[src/rtl/vga_apb4_mst_pkg.sv]
// Shared types for the APB4 initiator: FSM state encoding and the
// request/response records used by the command and completion streams.
package vga_apb4_mst_pkg;

  localparam int APB_PROT_W  = 3;
  localparam int REQ_ADDR_W  = 32;
  localparam int REQ_DATA_W  = 32;
  localparam int REQ_STRB_W  = REQ_DATA_W / 8;

  typedef enum logic [1:0] {
    IDLE   = 2'd0,
    SETUP  = 2'd1,
    ACCESS = 2'd2,
    RESP   = 2'd3
  } apb_mst_state_e;

  typedef struct packed {
    logic                  write;
    logic [REQ_ADDR_W-1:0] addr;
    logic [REQ_DATA_W-1:0] wdata;
    logic [REQ_STRB_W-1:0] strb;
    logic [APB_PROT_W-1:0] prot;
  } apb_req_t;

  typedef struct packed {
    logic [REQ_DATA_W-1:0] rdata;
    logic                  err;
  } apb_rsp_t;

endpackage

[src/rtl/vga_apb4_mst_if.sv]
// Command/response streams plus the APB4 bus of the initiator, bundled so
// the requester, the initiator and the slave side share one connection.
interface vga_apb4_mst_if
  import vga_apb4_mst_pkg::*;
#(
  parameter int ADDR_WIDTH = 32,
  parameter int DATA_WIDTH = 32
);
  localparam int STRB_WIDTH = DATA_WIDTH / 8;

  logic                  req_valid_i;
  logic                  req_ready_o;
  logic                  req_write_i;
  logic [ADDR_WIDTH-1:0] req_addr_i;
  logic [DATA_WIDTH-1:0] req_wdata_i;
  logic [STRB_WIDTH-1:0] req_strb_i;
  logic [APB_PROT_W-1:0] req_prot_i;

  logic                  rsp_valid_o;
  logic                  rsp_ready_i;
  logic [DATA_WIDTH-1:0] rsp_rdata_o;
  logic                  rsp_err_o;

  logic [ADDR_WIDTH-1:0] paddr_o;
  logic [APB_PROT_W-1:0] pprot_o;
  logic                  psel_o;
  logic                  penable_o;
  logic                  pwrite_o;
  logic [DATA_WIDTH-1:0] pwdata_o;
  logic [STRB_WIDTH-1:0] pstrb_o;
  logic                  pready_i;
  logic [DATA_WIDTH-1:0] prdata_i;
  logic                  pslverr_i;

  modport master (
    input  req_valid_i, req_write_i, req_addr_i, req_wdata_i, req_strb_i, req_prot_i,
    output req_ready_o,
    output rsp_valid_o, rsp_rdata_o, rsp_err_o,
    input  rsp_ready_i,
    output paddr_o, pprot_o, psel_o, penable_o, pwrite_o, pwdata_o, pstrb_o,
    input  pready_i, prdata_i, pslverr_i
  );

  modport slave (
    output req_valid_i, req_write_i, req_addr_i, req_wdata_i, req_strb_i, req_prot_i,
    input  req_ready_o,
    input  rsp_valid_o, rsp_rdata_o, rsp_err_o,
    output rsp_ready_i,
    input  paddr_o, pprot_o, psel_o, penable_o, pwrite_o, pwdata_o, pstrb_o,
    output pready_i, prdata_i, pslverr_i
  );

endinterface

[src/rtl/vga_apb4_mst_wdog.sv]
// pready watchdog: counts ACCESS cycles without pready and flags expiry on the
// TIMEOUT_CYC-th one; TIMEOUT_CYC == 0 disables it entirely.
module vga_apb4_mst_wdog #(
  parameter int TIMEOUT_CYC = 256
) (
  input  logic pclk,
  input  logic presetn,
  input  logic clr,
  input  logic run,
  input  logic pready,
  output logic expire
);

  generate
    if (TIMEOUT_CYC == 0) begin : g_off
      logic unused_wdog_inputs;
      assign unused_wdog_inputs = ^{pclk, presetn, clr, run, pready};
      assign expire = 1'b0;
    end else begin : g_on
      localparam int CNT_W = $clog2(TIMEOUT_CYC + 1);
      localparam logic [CNT_W-1:0] CNT_LAST = CNT_W'(TIMEOUT_CYC - 1);
      localparam logic [CNT_W-1:0] CNT_MAX  = CNT_W'(TIMEOUT_CYC);

      logic [CNT_W-1:0] cnt;

      // Saturating so a stuck run can never wrap back into a false expiry.
      always_ff @(posedge pclk) begin
        if (!presetn || clr) begin
          cnt <= '0;
        end else if (run && !pready && (cnt != CNT_MAX)) begin
          cnt <= cnt + CNT_W'(1);
        end
      end

      assign expire = run && !pready && (cnt == CNT_LAST);
    end
  endgenerate

endmodule

[src/rtl/vga_apb4_mst.sv]
// APB4 initiator: one valid/ready command becomes one APB transfer, whose
// completion (or watchdog timeout) is returned on the response stream.
module vga_apb4_mst
  import vga_apb4_mst_pkg::*;
#(
  parameter int ADDR_WIDTH  = 32,
  parameter int DATA_WIDTH  = 32,
  parameter int TIMEOUT_CYC = 256
) (
  input  logic          pclk,
  input  logic          presetn,
  vga_apb4_mst_if.master bus
);

  localparam int STRB_W = DATA_WIDTH / 8;

  typedef struct packed {
    logic                  write;
    logic [ADDR_WIDTH-1:0] addr;
    logic [DATA_WIDTH-1:0] wdata;
    logic [STRB_W-1:0]     strb;
    logic [APB_PROT_W-1:0] prot;
  } req_t;

  apb_mst_state_e        state;
  req_t                  req_q;
  logic                  req_ready_q;
  logic                  psel_q;
  logic                  penable_q;
  logic                  rsp_valid_q;
  logic                  rsp_err_q;
  logic [DATA_WIDTH-1:0] rsp_rdata_q;
  logic                  wd_expire;

  vga_apb4_mst_wdog #(
    .TIMEOUT_CYC (TIMEOUT_CYC)
  ) u_wdog (
    .pclk    (pclk),
    .presetn (presetn),
    .clr     (state == SETUP),
    .run     (state == ACCESS),
    .pready  (bus.pready_i),
    .expire  (wd_expire)
  );

  always_ff @(posedge pclk) begin
    if (!presetn) begin
      state       <= IDLE;
      req_ready_q <= 1'b1;
      psel_q      <= 1'b0;
      penable_q   <= 1'b0;
      rsp_valid_q <= 1'b0;
      rsp_err_q   <= 1'b0;
      rsp_rdata_q <= '0;
      req_q       <= '0;
    end else begin
      case (state)
        IDLE: begin
          if (bus.req_valid_i) begin
            req_q.write <= bus.req_write_i;
            req_q.addr  <= bus.req_addr_i;
            req_q.wdata <= bus.req_wdata_i;
            // Reads carry no byte lanes on APB4.
            req_q.strb  <= bus.req_write_i ? bus.req_strb_i : '0;
            req_q.prot  <= bus.req_prot_i;
            req_ready_q <= 1'b0;
            psel_q      <= 1'b1;
            state       <= SETUP;
          end
        end
        SETUP: begin
          penable_q <= 1'b1;
          state     <= ACCESS;
        end
        ACCESS: begin
          // pready on the expiry cycle is a genuine completion, so it wins.
          if (bus.pready_i || wd_expire) begin
            psel_q      <= 1'b0;
            penable_q   <= 1'b0;
            rsp_valid_q <= 1'b1;
            rsp_err_q   <= bus.pready_i ? bus.pslverr_i : 1'b1;
            rsp_rdata_q <= (bus.pready_i && !req_q.write) ? bus.prdata_i : '0;
            state       <= RESP;
          end
        end
        RESP: begin
          if (bus.rsp_ready_i) begin
            rsp_valid_q <= 1'b0;
            req_ready_q <= 1'b1;
            state       <= IDLE;
          end
        end
        default: state <= IDLE;
      endcase
    end
  end

  assign bus.req_ready_o = req_ready_q;
  assign bus.rsp_valid_o = rsp_valid_q;
  assign bus.rsp_rdata_o = rsp_rdata_q;
  assign bus.rsp_err_o   = rsp_err_q;
  assign bus.paddr_o     = req_q.addr;
  assign bus.pprot_o     = req_q.prot;
  assign bus.psel_o      = psel_q;
  assign bus.penable_o   = penable_q;
  assign bus.pwrite_o    = req_q.write;
  assign bus.pwdata_o    = req_q.wdata;
  assign bus.pstrb_o     = req_q.strb;

endmodule
[src/flat_wrapper.sv]
// flat-port wrapper written by rule: the top's interface ports become plain ports
module vga_apb4_mst_flat import vga_apb4_mst_pkg::*;
#(
  parameter int ADDR_WIDTH  = 32,
  parameter int DATA_WIDTH  = 32,
  parameter int TIMEOUT_CYC = 256
)
  (pclk, presetn, bus_req_valid_i, bus_req_write_i, bus_req_addr_i, bus_req_wdata_i, bus_req_strb_i, bus_req_prot_i, bus_req_ready_o, bus_rsp_valid_o, bus_rsp_rdata_o, bus_rsp_err_o, bus_rsp_ready_i, bus_paddr_o, bus_pprot_o, bus_psel_o, bus_penable_o, bus_pwrite_o, bus_pwdata_o, bus_pstrb_o, bus_pready_i, bus_prdata_i, bus_pslverr_i);
  vga_apb4_mst_if #(.ADDR_WIDTH(ADDR_WIDTH), .DATA_WIDTH(DATA_WIDTH)) bus_i ();
  input  logic pclk;
  input  logic presetn;
  input wire logic [$bits(bus_i.req_valid_i)-1:0] bus_req_valid_i;
  input wire logic [$bits(bus_i.req_write_i)-1:0] bus_req_write_i;
  input wire logic [$bits(bus_i.req_addr_i)-1:0] bus_req_addr_i;
  input wire logic [$bits(bus_i.req_wdata_i)-1:0] bus_req_wdata_i;
  input wire logic [$bits(bus_i.req_strb_i)-1:0] bus_req_strb_i;
  input wire logic [$bits(bus_i.req_prot_i)-1:0] bus_req_prot_i;
  output wire logic [$bits(bus_i.req_ready_o)-1:0] bus_req_ready_o;
  output wire logic [$bits(bus_i.rsp_valid_o)-1:0] bus_rsp_valid_o;
  output wire logic [$bits(bus_i.rsp_rdata_o)-1:0] bus_rsp_rdata_o;
  output wire logic [$bits(bus_i.rsp_err_o)-1:0] bus_rsp_err_o;
  input wire logic [$bits(bus_i.rsp_ready_i)-1:0] bus_rsp_ready_i;
  output wire logic [$bits(bus_i.paddr_o)-1:0] bus_paddr_o;
  output wire logic [$bits(bus_i.pprot_o)-1:0] bus_pprot_o;
  output wire logic [$bits(bus_i.psel_o)-1:0] bus_psel_o;
  output wire logic [$bits(bus_i.penable_o)-1:0] bus_penable_o;
  output wire logic [$bits(bus_i.pwrite_o)-1:0] bus_pwrite_o;
  output wire logic [$bits(bus_i.pwdata_o)-1:0] bus_pwdata_o;
  output wire logic [$bits(bus_i.pstrb_o)-1:0] bus_pstrb_o;
  input wire logic [$bits(bus_i.pready_i)-1:0] bus_pready_i;
  input wire logic [$bits(bus_i.prdata_i)-1:0] bus_prdata_i;
  input wire logic [$bits(bus_i.pslverr_i)-1:0] bus_pslverr_i;
  assign bus_i.req_valid_i = bus_req_valid_i;
  assign bus_i.req_write_i = bus_req_write_i;
  assign bus_i.req_addr_i = bus_req_addr_i;
  assign bus_i.req_wdata_i = bus_req_wdata_i;
  assign bus_i.req_strb_i = bus_req_strb_i;
  assign bus_i.req_prot_i = bus_req_prot_i;
  assign bus_req_ready_o = bus_i.req_ready_o;
  assign bus_rsp_valid_o = bus_i.rsp_valid_o;
  assign bus_rsp_rdata_o = bus_i.rsp_rdata_o;
  assign bus_rsp_err_o = bus_i.rsp_err_o;
  assign bus_i.rsp_ready_i = bus_rsp_ready_i;
  assign bus_paddr_o = bus_i.paddr_o;
  assign bus_pprot_o = bus_i.pprot_o;
  assign bus_psel_o = bus_i.psel_o;
  assign bus_penable_o = bus_i.penable_o;
  assign bus_pwrite_o = bus_i.pwrite_o;
  assign bus_pwdata_o = bus_i.pwdata_o;
  assign bus_pstrb_o = bus_i.pstrb_o;
  assign bus_i.pready_i = bus_pready_i;
  assign bus_i.prdata_i = bus_prdata_i;
  assign bus_i.pslverr_i = bus_pslverr_i;
  vga_apb4_mst #(.ADDR_WIDTH(ADDR_WIDTH), .DATA_WIDTH(DATA_WIDTH), .TIMEOUT_CYC(TIMEOUT_CYC)) u_core (.pclk(pclk), .presetn(presetn), .bus(bus_i));
endmodule
[config.mk]
export PLATFORM = sky130hd
export DESIGN_NAME = vga_apb4_mst_flat
export DESIGN_NICKNAME = d
export VERILOG_FILES = /design/src/rtl/vga_apb4_mst_pkg.sv /design/src/rtl/vga_apb4_mst_if.sv /design/src/rtl/vga_apb4_mst_wdog.sv /design/src/rtl/vga_apb4_mst.sv /design/src/flat_wrapper.sv
export SDC_FILE = /design/constraint.sdc
export NUM_CORES = 1
export LEC_CHECK = 0
export ABC_AREA = 1
export ABC_CLOCK_PERIOD_IN_PS = 3100
export CAP_MARGIN = 20
export CORE_MARGIN = 3
export CORE_UTILIZATION = 44
export CTS_CLUSTER_DIAMETER = 80
export DETAILED_ROUTE_END_ITERATION = 6
export PLACE_DENSITY_LB_ADDON = 0.25
export SLEW_MARGIN = 10
export SYNTH_ARGS = -nofsm -noshare
export SYNTH_HDL_FRONTEND = slang
export SYNTH_SLANG_ARGS = --single-unit
export TNS_END_PERCENT = 10
[constraint.sdc]
create_clock -name pclk -period 3.1 [get_ports pclk]
set_clock_uncertainty 0.05 [all_clocks]
set_input_delay 0.31 -clock pclk [delete_from_list [all_inputs] [get_ports pclk]]
set_output_delay 0.31 -clock pclk [all_outputs]
set_load 0.05 [all_outputs]
==> run_results.csv <==
group,metric,value,unit
status,status,"completed",
yosys,syn_nets,719,
worst_setup_path,criticalPathCategory,"reg2reg",
yosys,synthesis.area,4640,µm²
clock_network,cts_setup_buffers,0,
yosys,syn_avg_cell_area,7.71,µm²
worst_setup_path,cp_slowest_stage_delay,400,ps
floorplan,die_width,109,µm
worst_setup_path,reg2reg_to,"u_core.bus.rsp_rdata_o[2]",
power_and_ir_drop,p_total,0.00654,W
routing,num_vias,4754,
clock_network,cts.sinks,120,
hold_path,holdPathStages,3,
power_and_ir_drop,switchingPower,0.00258,W
final_layout,drive_above_1_share,5.64,%
power_and_ir_drop,p_leak,2.82,nW
power_and_ir_drop,power_density,888,nW/µm²
floorplan,die-area,11800,µm²
clock_network,cts_resized,0,
run,drv_cap,0,
timing,tns,0,ps
hold_path,hold_end,"u_core.bus.pstrb_o[1]",
timing,worst_pin_slew,694,ps
floorplan,dieHeight,109,µm
routing,drt-initial-drc-count,291,
yosys,yosysWarnings,0,
yosys,synth_top_cell_area_share,51.8,%
hold_path,hold_path.class,"in2reg",
power_and_ir_drop,pwr-share-clk,28.9,%
worst_setup_path,cp.arrival,2650,ps
final_layout,area_growth,58.8,%
clock_network,clk-insertion-delay-late,510,ps
clock_network,cts_buffers,17,
routing,vias_per_cell,5.01,
timing,setup_viol,0,
yosys,post_synth_num_cell_types,28,
yosys,yosys_register_bits,120,
global_route,grt_pass1_wl,21900,µm
power_and_ir_drop,p_sw_share,39.4,%
yosys,synth_cells,601,
clock_network,h-tree-depth,4,
worst_setup_path,worstPathRequired,3410,ps
worst_setup_path,cp-start-kind,"flip-flop",
worst_setup_path,r2r_start,"u_core.u_wdog.g_on.cnt[1]",
worst_setup_path,worstPathMaxFanout,35,
clock_network,clk_pin_slew,50,ps
floorplan,io_pins,219,
routing,postRouteAntennaNets,0,
placement,dp_slack,762,ps
power_and_ir_drop,power_frac_comb,40.2,%
global_route,grt-ovfl-total,0,
worst_setup_path,crit_buf_inv,1,
yosys,synth_top_cells_by_area,"dfxtp_1 52%, nor2_1 12%, o21ai_0 7.8%",
power_and_ir_drop,p_int,0.00396,W
worst_setup_path,crit_family,"simple AND/OR/NAND/NOR gates",
clock_network,ctsLongestPathBuffers,2,
yosys,synth-seq-area-share,51.8,%
global_route,grt_pass1_vias,4650,
timing,period_share,75.6,%
routing,drc,0,
floorplan,core,10000,µm²
final_layout,antennaDiodeCount,0,
yosys,yosys.area.top_type,"dfxtp_1",
timing,slew_headroom,53.6,%
timing,fin_crit,2340,ps
routing,wirelength,13700,µm
final_layout,final_cell_count_no_fill,949,
timing,fmax,0.427,GHz
final_layout,multiInputGateArea,1930,µm²
worst_setup_path,rrSetupSlack,760,ps
worst_setup_path,reg2regPathDepth,9,
power_and_ir_drop,ir_drop,0.555,mV
worst_setup_path,cp_cell_sequence,"ha_1 -> nand3_1 -> nor4_1 -> ha_1 -> nor2_4 -> nor2_8 -> inv_4 -> nand2_1 -> a21oi_1",
routing,wire_per_inst,14.4,µm
final_layout,fill_cells,770,
clock_network,ctsHoldBuffers,0,
worst_setup_path,crit_top_cell,"ha_1",
power_and_ir_drop,power_frac_seq,31.0,%
timing,drv_slew,0,
floorplan,rows,36,
placement,numPortBuffers,218,
worst_setup_path,cp_slowest_cell,"dfxtp_1",
timing,finalHoldViolCount,0,
final_layout,layout_commonest_cell,"clkdlybuf4s50_1",
timing,layout_setup_ws,756,ps
floorplan,initial_core_util,46.4,%
clock_network,ctsRootBufferMaster,"clkbuf_8",
placement,dp.cells,919,
timing,grt_setup_unrepaired,"false",
final_layout,finish.utilization,73.6,%
worst_setup_path,crit_path_end_kind,"flip-flop",
final_layout,regArea,2400,µm²
placement,place_congestion,0.811,
clock_network,cts_tree,"built",
hold_path,hp-start,"bus_req_strb_i[1]",
final_layout,final_cell_mix,"217 x clkdlybuf4s50_1, 154 x nor2_1, 120 x dfxtp_1",
placement,dp_hpwl,9870,µm
global_route,grt_usage,23.5,%
final_layout,nets,923,
global_route,grt_antenna_before_repair,0,
routing,firstDrtPassIters,5,
global_route,grt_max_degree,73,
## worst register-to-register path, cell delays in order (launching register included)
cell     delay [ps]
dfxtp_1         400
ha_1            260
nand3_1         140
nor4_1          210
ha_1            250
nor2_4           60
nor2_8          380
inv_4           240
nand2_1         140
a21oi_1          80
## worst max-delay path by stage
stage / depth (start not counted) / slack, ps / from / end
2_1_floorplan: 10 / 1300 / u_core.u_wdog.g_on.cnt[1] / u_core.bus.rsp_rdata_o[2]
3_3_place_gp: 9 / 860 / u_core.u_wdog.g_on.cnt[1] / u_core.bus.rsp_rdata_o[17]
3_5_place_dp: 9 / 760 / u_core.u_wdog.g_on.cnt[1] / u_core.bus.rsp_rdata_o[2]
4_1_cts: 9 / 740 / u_core.u_wdog.g_on.cnt[1] / u_core.bus.rsp_rdata_o[2]
5_1_grt: 9 / 450 / u_core.u_wdog.g_on.cnt[1] / u_core.bus.rsp_rdata_o[4]
6_report: 9 / 760 / u_core.u_wdog.g_on.cnt[1] / u_core.bus.rsp_rdata_o[2]
## cell usage after synthesis
| library cell | n |
|---|---|
| nand2_4 | 1 |
| nand3_1 | 42 |
| nor4_1 | 1 |
| inv_1 | 17 |
| nor2_8 | 1 |
| buf_2 | 7 |
| nor3b_1 | 1 |
| nand4_1 | 2 |
| dfxtp_1 | 120 |
| inv_2 | 5 |
| clkbuf_2 | 1 |
| nor2_4 | 2 |
| nor3_1 | 2 |
| a21oi_1 | 46 |
| buf_4 | 2 |
| xor2_1 | 1 |
| inv_4 | 1 |
| nand2_1 | 82 |
| ha_1 | 8 |
| buf_6 | 8 |
| clkbuf_1 | 18 |
| nor2_1 | 154 |
| o21a_1 | 1 |
| a211oi_1 | 1 |
| a31oi_1 | 1 |
| nand2_2 | 3 |
| nor2_2 | 1 |
| o21ai_0 | 72 |
## sequential cells by signal, indices dropped and copies added (netlist names), 2 cells and up
signal / count
u_core.bus.pstrb_o: 4
u_core.bus.rsp_rdata_o: 32
u_core.state: 2
u_core.bus.pprot_o: 3
u_core.bus.paddr_o: 32
u_core.bus.pwdata_o: 32
u_core.u_wdog.g_on.cnt: 9
## logic make-up after synthesis
kind of cell | after synthesis | share of synthesized area [%]
AND/OR/NAND/NOR | 292 | 26.1
AO/OA/AOI/OAI | 121 | 13.2
flip-flops | 120 | 51.8
buffers and inverters | 59 | 6.50
adder cells (fa/ha/maj) | 8 | 2.16
XOR/XNOR | 1 | 0.189
## final cells by class
type | count | area share [%]
Sequential cell | 120 | 32.6
Timing Repair Buffer | 221 | 29.9
Multi-Input combinational cell | 422 | 26.2
Clock buffer | 21 | 6.10
Tap cell | 133 | 2.26
Clock inverter | 9 | 1.70
Inverter | 23 | 1.21
## power groups by stage
stage                     combinational (W)  sequential [W]  clock, W
after floorplan                    0.000787         0.00304         0
after global placement              0.00259         0.00203         0
after detailed placement            0.00264         0.00205         0
after CTS                           0.00265         0.00203   0.00192
after global routing                0.00281         0.00206   0.00199
final                               0.00263         0.00203   0.00189
## metal layers
metal | GRT usage [%] | vias up | part of all wire (%)
met1 | 24.9 | 2195 | 37
met3 | 8.70 | 35 | 7.8
met2 | 41.9 | 178 | 52
li1 | - | 2346 | -
met4 | 10.0 | 0 | 3.1
met5 | 0 | - | 0
## metrics by stage
stage	hold WS, ps	instance area [µm²]
finish	308	7360
global route	306	7360
CTS	291	7360
detailed placement	408	6790
global placement	399	6790
floorplan	402	4640
Note: power is estimated with default switching activity, not from simulation.
